===== config.mk =====
export PLATFORM = sky130hd
export DESIGN_NAME = aes_spi_master
export DESIGN_NICKNAME = d
export VERILOG_FILES = /design/src/rtl/aes_spi_master.sv
export SDC_FILE = /design/constraint.sdc
export NUM_CORES = 1
export LEC_CHECK = 0
export CELL_PAD_IN_SITES_DETAIL_PLACEMENT = 0
export CELL_PAD_IN_SITES_GLOBAL_PLACEMENT = 2
export CORE_MARGIN = 2
export CORE_UTILIZATION = 34
export CTS_CLUSTER_DIAMETER = 120
export DETAILED_ROUTE_END_ITERATION = 10
export GPL_TIMING_DRIVEN = 0
export PLACE_DENSITY = 0.8
export SYNTH_ARGS = -nofsm -noshare
export SYNTH_HDL_FRONTEND = slang
export SYNTH_SLANG_ARGS = --single-unit

===== constraint.sdc =====
create_clock -name clk -period 31.8 [get_ports clk]
set_input_delay 6.36 -clock clk [delete_from_list [all_inputs] [get_ports clk]]
set_output_delay 6.36 -clock clk [all_outputs]
set_load 0.05 [all_outputs]

===== src/rtl/aes_spi_master.sv =====
// Serial master feeding key+block to the AES decrypt unit over MOSI/cs_enc, then collecting the result on MISO.
// Optional WAIT timeout guarded by macro AES_SPI_TIMEOUT_EN; start is ignored while busy (no queueing).
module aes_spi_master #(
  parameter int nk             = 8,
  parameter int nb             = 4,
  parameter int TIMEOUT_CYCLES = 4096
) (
  input  logic              clk,
  input  logic              rst,
  input  logic              start,
  input  logic [32*nk-1:0]  key_in,
  input  logic [32*nb-1:0]  data_in,
  output logic              busy,
  output logic              done,
  output logic              error,
  output logic [32*nb-1:0]  data_out,
  output logic              mosi,
  output logic              cs_enc,
  input  logic              miso,
  input  logic              data_done
);

  localparam int KW = 32 * nk;
  localparam int BW = 32 * nb;
  localparam int SW = KW + BW;
  localparam int CW = $clog2(SW + 1);

  typedef enum logic [2:0] {IDLE, SEND, WAIT, RECV, DONE} state_t;

  state_t         state, state_nxt;
  logic [SW-1:0]  tx_sreg;
  logic [BW-1:0]  rx_sreg;
  logic [CW-1:0]  cnt;
  logic           send_last;
  logic           recv_last;

  if (TIMEOUT_CYCLES < 2) begin : g_timeout_chk
    $fatal(1, "TIMEOUT_CYCLES must be at least 2");
  end

  assign send_last = (cnt == CW'(SW - 1));
  assign recv_last = (cnt == CW'(BW - 1));

  // Handshake outputs decode straight from state so an async reset clears them at once.
  assign busy   = (state != IDLE);
  assign done   = (state == DONE);
  assign cs_enc = (state == SEND);
  assign mosi   = (state == SEND) & tx_sreg[SW-1];

`ifdef AES_SPI_TIMEOUT_EN
  localparam int TCW = $clog2(TIMEOUT_CYCLES + 1);
  logic [TCW-1:0] tcnt;
  logic           timeout;

  always_ff @(posedge clk or posedge rst) begin
    if (rst) begin
      tcnt  <= '0;
      error <= 1'b0;
    end else begin
      tcnt  <= (state == WAIT && !timeout) ? tcnt + 1'b1 : '0;
      error <= timeout;
    end
  end
`else
  assign error = 1'b0;
`endif

  always_comb begin
    state_nxt = state;
`ifdef AES_SPI_TIMEOUT_EN
    timeout   = 1'b0;
`endif
    case (state)
      IDLE: if (start) state_nxt = SEND;
      SEND: if (send_last) state_nxt = WAIT;
      WAIT: begin
        if (data_done) begin
          state_nxt = RECV;
        end
`ifdef AES_SPI_TIMEOUT_EN
        else if (tcnt == TCW'(TIMEOUT_CYCLES - 1)) begin
          state_nxt = IDLE;
          timeout   = 1'b1;
        end
`endif
      end
      RECV: if (recv_last) state_nxt = DONE;
      DONE: state_nxt = IDLE;
      default: state_nxt = IDLE;
    endcase
  end

  always_ff @(posedge clk or posedge rst) begin
    if (rst) begin
      state    <= IDLE;
      tx_sreg  <= '0;
      rx_sreg  <= '0;
      cnt      <= '0;
      data_out <= '0;
    end else begin
      state <= state_nxt;
      case (state)
        IDLE: begin
          if (start) begin
            tx_sreg <= {key_in, data_in};
            cnt     <= '0;
          end
        end
        SEND: begin
          tx_sreg <= tx_sreg << 1;
          cnt     <= cnt + 1'b1;
        end
        WAIT: cnt <= '0;
        RECV: begin
          rx_sreg <= {rx_sreg[BW-2:0], miso};
          cnt     <= cnt + 1'b1;
          // Load on the final bit so data_out is already valid while done is high.
          if (recv_last) data_out <= {rx_sreg[BW-2:0], miso};
        end
        default: ;
      endcase
    end
  end

endmodule

After elaboration in Yosys (flattened, before gate mapping)
Index checks and enable logic that the tools add are counted.
W data, S select, Z words.

storage, ports and cells
  register bits = 651
  word-level logic and storage cells = 35

operators by class
  $add $sub $neg = 1
  equal/unequal tests = 10
  muxes and demuxes = 9
  bitwise logic cells = 1
  reductions and logical operators = 9

operator list
  kind                   number
  $pmux W384 S2          1
  $mux W384              1
  $pmux W9 S3            1
  $mux W3                4
  $pmux W3 S4            1
  $add A9 B1 Y9 const B  1
  $eq A9 B7 Y1 const B   1
  $eq A9 B9 Y1 const B   1
  $mux W9                1
  $eq A3 B2 Y1 const B   2
  $ne A2 B2 Y1 const B   3
  $reduce_and A2 Y1      3
  $reduce_bool A3 Y1     2
  $reduce_and A4 Y1      1
  $eq A3 B1 Y1 const B   1
  $eq A3 B3 Y1 const B   1
  $logic_not A3 Y1       1
  $ne A2 B1 Y1 const B   1
  $reduce_bool A2 Y1     1
  $reduce_or A2 Y1       1
  $and A1 B1 Y1          1

Depth between registers and ports, before layout
Gate-level depths: netlist (run 1).

  word-level depth = 4
  depth in mapped cells = 8
  gate-level depth less buffers = 4

Worst setup path after synthesis (run 1)
Ideal clock, no wire load.

  path type = register to output
  start = register state[2]
  end = output done
  arrival = 1.863 ns
  required time = 25.440 ns
  setup slack = 23.577 ns
  cell stages (with the launch flop) = 3
  path buffers = 1
  cells stage by stage = dfrtp_1 > clkbuf_1 > nor3b_1

between the ends
  cells in the longest elaborated chain, start to end = 1

ends and longest elaborated chain
  item                    line  RTL
  start, declared         30    state_t state, state_nxt;
  start signal, assigned  101   state <= state_nxt;
  $eq A3 B3 Y1            46    assign done = (state == DONE);
  end, declared           14    output logic done,

No other way between the ends.

Final worst setup path (run 1)
  start = register state[1]
  end = output cs_enc

between the ends
  cells in the longest elaborated chain, start to end = 1

ends and longest elaborated chain
  item           line  RTL
  $eq A3 B1 Y1   47    assign cs_enc = (state == SEND);
  end, declared  18    output logic cs_enc,

No other way between the ends.

==> results by group, run 1 <==
Yosys
  – Cells after synthesis: ~2300
  – Asr flop ratio synth: 1.00
  – Synth Cell Area: around 27000 sq um
  – Net Count, Synth: about 2700
  – Top FF cell, synth: dfrtp_1
  – Number of distinct library cells after synthesis: 47
  – Ys Warns: 0
  – Syn avg cell area: 11.7 sq um
  – Post-synth EDFFs: 0
  – Sequential fraction of the synthesis area: 0.604
  – Synth Register Bits: 651

Placed design
  – GPL Wtd Cong: 0.832
  – Final HPWL DP: 59100 um
  – Pre-CTS setup slack: 22.70 ns
  – # port buffers: 520
  – Cell Count Post-Placement: slightly below 4000
  – DP Area: 33600 sq um

Detailed routing
  – Total iterations of the first detailed-routing run: 6
  – Antenna Nets Post-Route: 0
  – Final WL: 82000 um
  – DRT iter0 DRCs: 1113
  – Wirelength per Cell: 20.3 um
  – Via-to-Cell Ratio: 5.05
  – Via count: 20407
  – # DRC: 0

Layout
  – Commonest cells after routing, fill and taps aside: dfrtp_1, clkdlybuf4s50_1, nand2_1, mux2_2, nor2_1
  – Fin area: 36400 sq um
  – Final Util: 0.462
  – Proportion of layout cells with a drive suffix above 1: 0.162
  – Fin nets: between 3000 and 4000
  – Final Non-Filler Cells: 4038
  – Multi-input gate area: 9630 sq um
  – Reg area: 16300 sq um
  – Area grow syn2layout: 35.0%
  – Most common cell after layout, fill and taps aside: dfrtp_1
  – FILL cells: just over 7000

Global route
  – Vias in the first global route: ~22000
  – Remaining global-route overflow: 0
  – First-pass GRT wire length: 127000 um
  – Largest net degree at the start of global routing: approximately 140
  – Total track usage: 0.199
  – Antenna violations before repair: 43

Floorplan
  – Initial Utilization: 0.342
  – DIE HEIGHT: 286 um
  – Die ar.: 81600 sq um
  – Core ar.: between 70000 and 80000 sq um
  – Die Width: 286 um
  – I/O pin cnt: 522
  – Row count: 103

Timing
  – RSZ-0062 raised after global routing: false
  – Fin crit share: 0.302
  – TNS Setup: 0 ns
  – Fmax achieved: 0.104 GHz
  – Final setup violation count: 0
  – Clk_skew: 0.0148 ns
  – Tmin final: slightly below 10 ns
  – Hold Fails Final Rpt: 0
  – Setup ws final: approximately 22 ns
  – Slew HR: 0.472
  – Final Max Tran Viols: 0
  – Actual slew at the worst max-slew pin: 0.792 ns

Setup path
  – CP Max Fanout: 10
  – Crit path DAT: 3.25 ns
  – Worst path max stage delay: 0.96 ns
  – Critical-path cell list: buf_6, or3b_1, buf_2, inv_2, clkbuf_1, clkdlybuf4s50_1
  – CP Buf/Inv Count: 5
  – Crit-path slowest cell: clkdlybuf4s50_1
  – Worst endpoint required time: 25.44 ns
  – Critical path type: reg2out
  – Crit end category: output port
  – Setup crit start kind: flip-flop
  – Top Family by Delay on Critical Path: buffers and inverters

Clocking
  – Longest Clk Path Bufs: 3
  – Cts bufs inserted: 75
  – Postcts setup bufs: 0
  – CTS resizes: 0
  – Clock slew at reported path FFs: roughly 0.060 ns
  – Hold-fix buffers, CTS: 0
  – Clock network latency to the later pin of the worst-skew pair: 0.61 ns
  – Clock Sinks: about 650
  – CTS tree: yes
  – H-tree depth: 3
  – Root buffer cell: clkbuf_16

Pwr
  – Leak: 16.2 nW
  – Peak supply drop: 0.0328 mV
  – Pwr dens: 50.6 nW/um^2

Flow run
  – Max_cap viols: 0

Hold path
  – Hold Crit Class: reg2reg

Outcome
  – Outcome: completed
cell families (layout without fill, tap and decap cells):
kind of cell / Yosys count / count (layout) / share of synthesized area
flops: 651 / 651 / 0.604
simple gates: 651 / 651 / 0.0982
compound gates: 556 / 556 / 0.151
mux: 256 / 256 / 0.107
buf+inv: 190 / 854 / 0.0386
fa+ha+maj: 1 / 1 / 0.000464
other cells: 1 / 18 / 0.000139
xor+xnor: 1 / 1 / 0.000325
path summary, 6_finish.rpt:
| kind | slack (ns) | cells past startpoint | from | endpoint |
|---|---|---|---|---|
| min reg2reg | 0.49 | 1 | tx_sreg[72]$_DFFE_PP0P_ | tx_sreg[72]$_DFFE_PP0P_ |
| min | 0.49 | 1 | tx_sreg[72]$_DFFE_PP0P_ | tx_sreg[72]$_DFFE_PP0P_ |
| max | 22.19 | 6 | state[1]$_DFFE_PP0P_ | cs_enc |
| min in group asynchronous | 6.23 | 2 | rst | tx_sreg[131]$_DFFE_PP0P_ |
| max reg2reg | 29.28 | 6 | state[2]$_DFFE_PP0P_ | tx_sreg[356]$_DFFE_PP0P_ |
| max in group asynchronous | 23.47 | 5 | rst | tx_sreg[206]$_DFFE_PP0P_ |
worst reg2reg max path, stage by stage, from the launching register on:
cell      delay (ns)
dfrtp_1         0.49
or3b_1          0.15
buf_2           0.36
buf_2           0.43
clkbuf_1        0.57
o22ai_1         0.29
nor2_1          0.15
Yosys cell counts (all sizes together) (2+ instances only):
master  number  area share
o21a       155       0.043
clkbuf      82       0.011
o22ai       73       0.017
inv          4     0.00056
o211ai       3     0.00084
nor3        75       0.014
dfrtp      651        0.60
buf        104       0.027
nor2b        2     0.00046
a21oi        2     0.00037
nand2b       2     0.00046
a211o        4      0.0013
o21ai        4     0.00074
nor3b        2     0.00056
a31oi      155       0.036
nand2      316       0.044
nand3        5     0.00093
and3         3     0.00070
o22a       155       0.050
nor4         4      0.0012
nand3b       2     0.00056
nor2       229       0.032
or4          3     0.00084
mux2       255        0.11
stage by stage:
stage | power [mW] | hold slack [ns]
floorplan | 0.857 | 0.465
global placement | 0.914 | 0.473
detailed placement | 0.915 | 0.480
CTS | 1.87 | 0.493
global route | 1.91 | 0.500
finish | 1.84 | 0.488
state kept, by name, summed over array words and instances (netlist names):
signal    flops
rx_sreg     127
cnt           9
state         3
tx_sreg     384
data_out    128
routing by layer:
layer  track usage  wire length, um
met5             0              386
met4        0.0653             2040
met3        0.0738             7080
met2         0.321            38500
met1         0.248            34000
final cells by class:
class | count | area share
timing repair buffer | 525 | 0.147
antenna | 17 | 0.00117
clock buffer | 109 | 0.0620
buffer | 186 | 0.0281
inverter | 4 | 0.000619
clock inverter | 30 | 0.0131
tap | 1050 | 0.0361
sequential | 651 | 0.447
multi-input combinational | 1466 | 0.265
where the power goes:
| group | internal [mW] | switching [mW] | leakage [nW] |
|---|---|---|---|
| registers | 0.829 | 0.0000807 | 8.49 |
| logic | 0.0437 | 0.0266 | 6.35 |
| clock network | 0.586 | 0.356 | 1.34 |
Note: power is estimated with default switching activity, not from simulation.
==> run 2, diff against run 1 <==
--- a/config.mk
+++ b/config.mk
@@ -8,11 +8,11 @@
 export CELL_PAD_IN_SITES_DETAIL_PLACEMENT = 0
 export CELL_PAD_IN_SITES_GLOBAL_PLACEMENT = 2
 export CORE_MARGIN = 2
-export CORE_UTILIZATION = 34
+export CORE_UTILIZATION = 31
 export CTS_CLUSTER_DIAMETER = 120
 export DETAILED_ROUTE_END_ITERATION = 10
 export GPL_TIMING_DRIVEN = 0
-export PLACE_DENSITY = 0.8
+export PLACE_DENSITY = 0.77
 export SYNTH_ARGS = -nofsm -noshare
 export SYNTH_HDL_FRONTEND = slang
 export SYNTH_SLANG_ARGS = --single-unit
==> constraint.sdc (replaced) <==
create_clock -name clk -period 8.33 [get_ports clk]
set_input_delay 1.666 -clock clk [delete_from_list [all_inputs] [get_ports clk]]
set_output_delay 1.666 -clock clk [all_outputs]
set_load 0.05 [all_outputs]
==> results by group, run 2 (synthesis results as in run 1) <==
Detailed routing
  – Total iterations of the first detailed-routing run: 5 (was 6)
  – Via count: 20533 (was 20407)
  – DRT iter0 DRCs: 1012 (was 1113)
  – Wirelength per Cell: 20.2 um (was 20.3 um)
  – # DRC: 0 (unchanged)
  – Antenna Nets Post-Route: 0 (unchanged)
  – Final WL: 83900 um (was 82000 um)
  – Via-to-Cell Ratio: 4.95 (was 5.05)

Layout
  – FILL cells: 8161 (was 7262)
  – Most common cell after layout, fill and taps aside: dfrtp_1 (unchanged)
  – Top flop regs: tx_sreg (384), data_out (128), rx_sreg (127) (unchanged)
  – Fin nets: 3312 (was 3299)
  – Register with the highest flop count: tx_sreg (unchanged)
  – Area grow syn2layout: 35.4% (was 35.0%)
  – Max reg flops: 384 (unchanged)
  – Proportion of layout cells with a drive suffix above 1: 0.161 (was 0.162)
  – Commonest cells after routing, fill and taps aside: dfrtp_1, clkdlybuf4s50_1, nand2_1, mux2_2, nor2_1 (unchanged)

Clocking
  – Clock network latency to the later pin of the worst-skew pair: 0.62 ns (was 0.61 ns)
  – Postcts setup bufs: 0 (unchanged)
  – CTS resizes: 0 (unchanged)
  – H-tree depth: 3 (unchanged)
  – Clock slew at reported path FFs: 0.05 ns (was 0.06 ns)
  – Clock Sinks: 651 (unchanged)
  – Hold-fix buffers, CTS: 0 (unchanged)
  – CTS tree: yes (unchanged)
  – Cts bufs inserted: 75 (unchanged)
  – Root buffer cell: clkbuf_16 (unchanged)
  – Longest Clk Path Bufs: 3 (unchanged)

Timing
  – RSZ-0062 raised after global routing: false (unchanged)
  – Fmax achieved: 0.201 GHz
  – Final Max Tran Viols: 0 (unchanged)
  – Slew HR: 0.448 (was 0.472)
  – Tmin final: 4.98 ns
  – Fin Hold WS: 0.488 ns (about the same)
  – Actual slew at the worst max-slew pin: 0.825 ns (was 0.792 ns)
  – Clk_skew: 0.0290 ns (was 0.0148 ns)
  – Fin crit share: 0.598
  – Final setup violation count: 0 (unchanged)
  – Hold Fails Final Rpt: 0 (unchanged)
  – Setup ws final: 3.35 ns (was 22.19 ns)

Placed design
  – Pre-CTS setup slack: 3.90 ns (was 22.70 ns)
  – Final HPWL DP: 61500 um (was 59100 um)
  – # port buffers: 520 (unchanged)
  – GPL Wtd Cong: 0.844 (was 0.832)

Global route
  – Remaining global-route overflow: 0 (unchanged)
  – Vias in the first global route: 21662 (was 21530)
  – GR peak layer: met2 (unchanged)
  – Met3 GRT Util: 0.0675 (was 0.0738)
  – Total track usage: 0.185 (was 0.199)
  – Met1 Use GR: 0.231 (was 0.248)
  – Largest net degree at the start of global routing: 46 (was 136)
  – First-pass GRT wire length: 130000 um (was 127000 um)
  – M2 GR Usage: 0.298 (was 0.321)
  – Antenna violations before repair: 41 (was 43)

Floorplan
  – DIE HEIGHT: 299 um (was 286 um)
  – Row count: 108 (was 103)
  – I/O pin cnt: 522 (unchanged)
  – Initial Utilization: 0.312 (was 0.342)
  – Core ar.: 86500 sq um (was 78700 sq um)
  – Die ar.: 89400 sq um (was 81600 sq um)
  – Die Width: 299 um (was 286 um)

Flow run
  – Max_cap viols: 0 (unchanged)

Setup path
  – Crit end category: output port (unchanged)
  – Reg-to-reg slack, setup: 5.71 ns (was 29.28 ns)
  – Critical-path cell list: buf_6, or3b_1, buf_2, inv_2, clkbuf_1, clkdlybuf4s50_1 (unchanged)
  – Worst path max stage delay: 0.96 ns (about the same)
  – Crit path DAT: 3.32 ns (was 3.25 ns)
  – CP Buf/Inv Count: 5 (unchanged)
  – FF-to-FF path depth: 6 (unchanged)
  – Crit-path slowest cell: clkdlybuf4s50_1 (unchanged)
  – Stages on worst setup path: 6 (unchanged)
  – Top Family by Delay on Critical Path: buffers and inverters (unchanged)
  – Critical path type: reg2out (unchanged)
  – Worst endpoint required time: 6.66 ns (was 25.44 ns)
  – CP Max Fanout: 10 (unchanged)
  – Setup crit start kind: flip-flop (unchanged)

Pwr
  – Peak supply drop: 0.135 mV (was 0.0328 mV)
  – Leak: 16.2 nW (about the same)
  – Pwr dens: 185 nW/um^2 (was 50.6 nW/um^2)

Outcome
  – Outcome: completed (unchanged)

Hold path
  – Hold path depth: 1 (unchanged)
  – Hold Crit Class: reg2reg (unchanged)
run 2: changes by cell type in the layout (fill, tap and decap cells not counted), moves of 3 or more:
cell       before  now
clkbuf_1       94  101
buf_12          0   18
buf_16          5    0
bufinv_16      11    3
clkinv_2        9    6
run 2: worst paths after layout:
path,startpoint,endpoint
worst max-delay path,state[1]$_DFFE_PP0P_,cs_enc
worst min-delay path,tx_sreg[72]$_DFFE_PP0P_,tx_sreg[72]$_DFFE_PP0P_
worst max register to register,state[1]$_DFFE_PP0P_,tx_sreg[281]$_DFFE_PP0P_
worst min register to register,tx_sreg[72]$_DFFE_PP0P_,tx_sreg[72]$_DFFE_PP0P_
max in group asynchronous,rst,tx_sreg[270]$_DFFE_PP0P_
min in group asynchronous,rst,data_out[116]$_DFFE_PP0P_
run 2: metrics by stage:
step                      cells  utilization  power, mW  cell area (sq um)  TNS [ns]
after CTS                  4131        0.422       6.86              36500         0
after detailed placement   4000        0.393       3.51              34000         0
after global routing       4147        0.422       6.99              36500         0
final                      4150        0.422       6.75              36500         0
after global placement     3982        0.389       3.49              33600  -3994.08
after floorplan            2307            -       3.27              27000  -1453.42
run 2: where the power goes:
part	internal, mW	switching (mW)	leakage (nW)
clock	1.95	1.35	1.21
sequential	3.16	0.000335	8.49
combinational	0.177	0.103	6.45
run 2: final cells by class:
type	count	area (sq um)	share of cell area
tap	1155	1450	0.0396
timing repair buffer	538	5570	0.152
buffer	186	1020	0.0281
multi-input combinational	1466	9630	0.264
antenna	19	47.5	0.00130
inverter	4	18.8	0.000514
clock inverter	17	250	0.00685
clock buffer	114	2230	0.0612
sequential	651	16300	0.446
run 2: metal layers:
layer | share of wire | vias to the layer above | wire (um)
met5 | 0.0033 | - | 280
met3 | 0.084 | 156 | 7030
li1 | - | 9491 | -
met2 | 0.48 | 537 | 40000
met1 | 0.41 | 10307 | 34700
met4 | 0.023 | 42 | 1950
